$ cat src/rtl/adder_subtractor.sv
// Registered two's-complement adder/subtractor: ripple-carry chain fed by a
// B-inversion stage, with carry-out and signed-overflow flags and a one-cycle latency.
module adder_subtractor #(
  parameter int WIDTH = 4
) (
  input  logic             clk,
  input  logic             rst,
  input  logic             in_valid,
  input  logic [WIDTH-1:0] A,
  input  logic [WIDTH-1:0] B,
  input  logic             Cin,
  output logic [WIDTH-1:0] S,
  output logic             Cout,
  output logic             V,
  output logic             out_valid
);

  logic [WIDTH-1:0] b_eff;
  logic [WIDTH-1:0] sum;
  logic [WIDTH:0]   carry;

  logic [WIDTH-1:0] s_d, s_q;
  logic             cout_d, cout_q;
  logic             v_d, v_q;
  logic             out_valid_d, out_valid_q;

  // Cin doubles as the subtract select: inverting B and injecting a carry of 1 gives A + ~B + 1.
  generate
    for (genvar gi = 0; gi < WIDTH; gi++) begin : g_binv
      assign b_eff[gi] = B[gi] ^ Cin;
    end
  endgenerate

  always_comb begin
    carry    = '0;
    sum      = '0;
    carry[0] = Cin;
    for (int i = 0; i < WIDTH; i++) begin
      sum[i]       = A[i] ^ b_eff[i] ^ carry[i];
      carry[i+1]   = (A[i] & b_eff[i]) | (A[i] & carry[i]) | (b_eff[i] & carry[i]);
    end
  end

  always_comb begin
    s_d         = s_q;
    cout_d      = cout_q;
    v_d         = v_q;
    out_valid_d = 1'b0;
    if (in_valid) begin
      s_d         = sum;
      cout_d      = carry[WIDTH];
      v_d         = carry[WIDTH] ^ carry[WIDTH-1];
      out_valid_d = 1'b1;
    end
  end

  always_ff @(posedge clk) begin
    if (rst) begin
      s_q         <= '0;
      cout_q      <= 1'b0;
      v_q         <= 1'b0;
      out_valid_q <= 1'b0;
    end else begin
      s_q         <= s_d;
      cout_q      <= cout_d;
      v_q         <= v_d;
      out_valid_q <= out_valid_d;
    end
  end

  assign S         = s_q;
  assign Cout      = cout_q;
  assign V         = v_q;
  assign out_valid = out_valid_q;

endmodule

$ cat config.mk
export PLATFORM = sky130hd
export DESIGN_NAME = adder_subtractor
export DESIGN_NICKNAME = d
export VERILOG_FILES = /design/src/rtl/adder_subtractor.sv
export SDC_FILE = /design/constraint.sdc
export NUM_CORES = 1
export LEC_CHECK = 0
export ABC_CLOCK_PERIOD_IN_PS = 4600
export CAP_MARGIN = 15
export CORE_AREA = 4 4 41 43
export CTS_CLUSTER_DIAMETER = 50
export DETAILED_ROUTE_END_ITERATION = 6
export DIE_AREA = 0 0 45 47
export PLACE_DENSITY = 0.61
export SKIP_CTS_REPAIR_TIMING = 1
export SYNTH_ARGS = -nofsm -noshare
export SYNTH_HDL_FRONTEND = slang
export SYNTH_SLANG_ARGS = --single-unit
$ cat constraint.sdc
create_clock -name clk -period 4.6 [get_ports clk]
set_input_delay 0.69 -clock clk [delete_from_list [all_inputs] [get_ports clk]]
set_output_delay 0.69 -clock clk [all_outputs]
set_load 0.02 [all_outputs]
==> out/qor.yml <==
run_status:
  status: "finished clean"
cells_and_area:
  syn_to_final_growth_pct: 57.0
  layout-drive-gt1-share: 0.111
  fin_util: 0.453
  antenna_cells: 0
  layout.nets: 70
  fillCellCount: 133
power_and_ir_drop:
  internal_power_mw: 0.133
  power_mw: 0.185
  p_leak_nw: 0.246
  pwr-share-seq: 0.379
  p_sw_frac: 0.281
  combPwrFrac: 0.321
  switchingPower_mw: 0.0518
  ir_drop_uv: 128
  powerDensity_nw_per_um2: 313
  clkPwrFrac: 0.301
floorplanning:
  dieArea_um2: 2120
  fp.dieH_um: 47
  ioPinCount: 19
  start_util: 0.288
  rows: 13
  die_x_um: 45
  coreArea_um2: 1300
synth:
  yosys.cell_types.count: 14
  synth_top_area_cell: "dfxtp_1"
  syn_nets: 48
  synth.area.top_cells: "dfxtp_1 37%, fa_1 16%, mux2i_1 8.0%"
  synth-seq-cells: 7
  synth-seq-area-share: 0.373
  syn-cell-area_um2: 375
  syn_inst: 33
  yosysTopAreaCellShare: 0.373
  avgSynthCellArea_um2: 11.4
  yosysWarnings: 0
setup_path:
  worstPathRequired_ns: 4.74
  crit_arrival_ns: 2.94
  critPathSlowestCell: "clkdlybuf4s50_1"
  cp.depth: 9
  setup.worst_path.end_class: "register"
  cp_max_fo: 2
  start_kind: "primary input"
  crit_path_max_incr_delay_ns: 0.50
  crit_buf_inv: 3
  cp_cell_sequence: "clkdlybuf4s50_1 > mux2_2 > fa_1 > inv_1 > fa_1 > inv_1 > fa_1 > xnor2_1 > a21o_1"
  r2r_cells: 2
  crit_path_frequent_cell: "fa_1"
  crit_type: "in -> reg"
  crit_family: "adder cells"
sta:
  slew_headroom: 0.740
  finalMaxSlewViolations: 0
  finalCritPeriodShare: 0.609
  hold_viol_final: 0
  finalSetupTns_ns: 0
  fin_crit_ns: 2.80
  fin_skew_ns: 0
  setup_viol: 0
  hold_slack_ns: 0.476
  grt_setup_unrepaired: "false"
  worstMarginPinSlew_ns: 0.388
  max_freq_mhz: 357
grt:
  antenna_found_initial: 0
  globalRouteOverflowTotal: 0
  grt_pass1_wl_um: 1100
  grt_start_max_net_pins: 10
  grtUsageTotal: 0.0778
  grt_pass1_vias: 257
clocking:
  cts.htree.levels: 1
  cts-root-buf: "clkbuf_4"
  cts_buffer_depth: 2
  path_clk_slew_ns: 0.05
  cts_inserted_buffers: 3
  cts.sinks: 7
  clk_latency_ns: 0.25
  cts_tree: "done"
routing:
  wl_per_cell_um: 10.0
  drtAntennaViolNets: 0
  first_pass_iters: 3
  viasPerCell: 4.16
  drc_errors: 0
  first_iter_violations: 5
  routed-via-count: 287
  drt-total-wl_um: 690
placement:
  port_buffers: 18
  place_hpwl_um: 575
  gp_congestion: 0.628
job:
  drv_cap: 0
worst_hold_path:
  hold_class: "reg -> reg"
  worstHoldPathCells: 2
synth_stat cells:
cell type and count:
dfxtp_1 7, nor2_1 5, fa_1 3, inv_1 3, mux2i_1 3, xnor2_1 3
xor2_1 2, a211oi_1 1, a211oi_2 1, a21o_1 1, buf_6 1, mux2_2 1
nor2b_4 1, nor3b_1 1
path summary, 6_finish.rpt:
kind,to,slack [ns],start
worst max register to register,V$_SDFFE_PP0P_,3.90,V$_SDFFE_PP0P_
worst min-delay path,S[2]$_SDFFE_PP0P_,0.48,S[2]$_SDFFE_PP0P_
worst min register to register,S[2]$_SDFFE_PP0P_,0.48,S[2]$_SDFFE_PP0P_
worst max-delay path,V$_SDFFE_PP0P_,1.80,B[0]
worst min-delay path: stages (launching register included):
cell and delay (ns):
dfxtp_1 0.30, nor2_1 0.08, a211oi_1 0.04
registers in the layout (all words and copies together), names as in the netlist:
register / flops
out_valid: 1
S: 4
V: 1
Cout: 1
cell families after synthesis:
family,after synthesis,share of synthesized area
xor+xnor,5,0.117
flops,7,0.373
mux,4,0.110
buf+inv,4,0.0600
simple gates,7,0.107
fa+ha+maj,3,0.160
compound gates,3,0.0733
power by group through the flow:
stage                     registers (mW)  logic (mW)  clock network (mW)
final                             0.0700      0.0592              0.0555
after global routing              0.0711      0.0653              0.0627
after CTS                         0.0701      0.0600              0.0584
after detailed placement          0.0715      0.0596                   0
after global placement            0.0714      0.0596                   0
after floorplan                   0.0792      0.0241                   0
layout make-up:
type                            instances  area [um^2]  share of cell area
Multi-Input combinational cell         22          213               0.361
Clock buffer                            4         26.3              0.0446
Sequential cell                         7          140               0.238
Timing Repair Buffer                   18          180               0.306
Inverter                                3         11.3              0.0191
Tap cell                               15         18.8              0.0318
cell usage in the layout (no fill, tap or decap):
cell / count
clkbuf_1: 1
clkdlybuf4s50_1: 18
nor2b_4: 1
dfxtp_1: 7
a211oi_2: 1
nor3b_1: 1
xor2_1: 2
xnor2_1: 3
clkbuf_4: 3
fa_1: 3
mux2i_1: 3
a211oi_1: 1
a21o_1: 1
inv_1: 3
nor2_1: 5
mux2_2: 1
layer usage:
layer  routed length (um)  track usage  vias to the layer above
met5                    0            0                        -
met4                   12       0.0702                        0
met3                   83       0.0383                        2
met2                  277       0.0989                       16
met1                  315       0.0945                      121
li1                     -            -                      148
through the flow:
stage	cells	setup WS [ns]	cell area [um^2]
finish	69	1.80	589
floorplan	33	2.17	375
global placement	65	1.56	563
global route	69	1.74	589
detailed placement	65	1.52	563
CTS	69	1.79	589
Note: power is estimated with default switching activity, not from simulation.
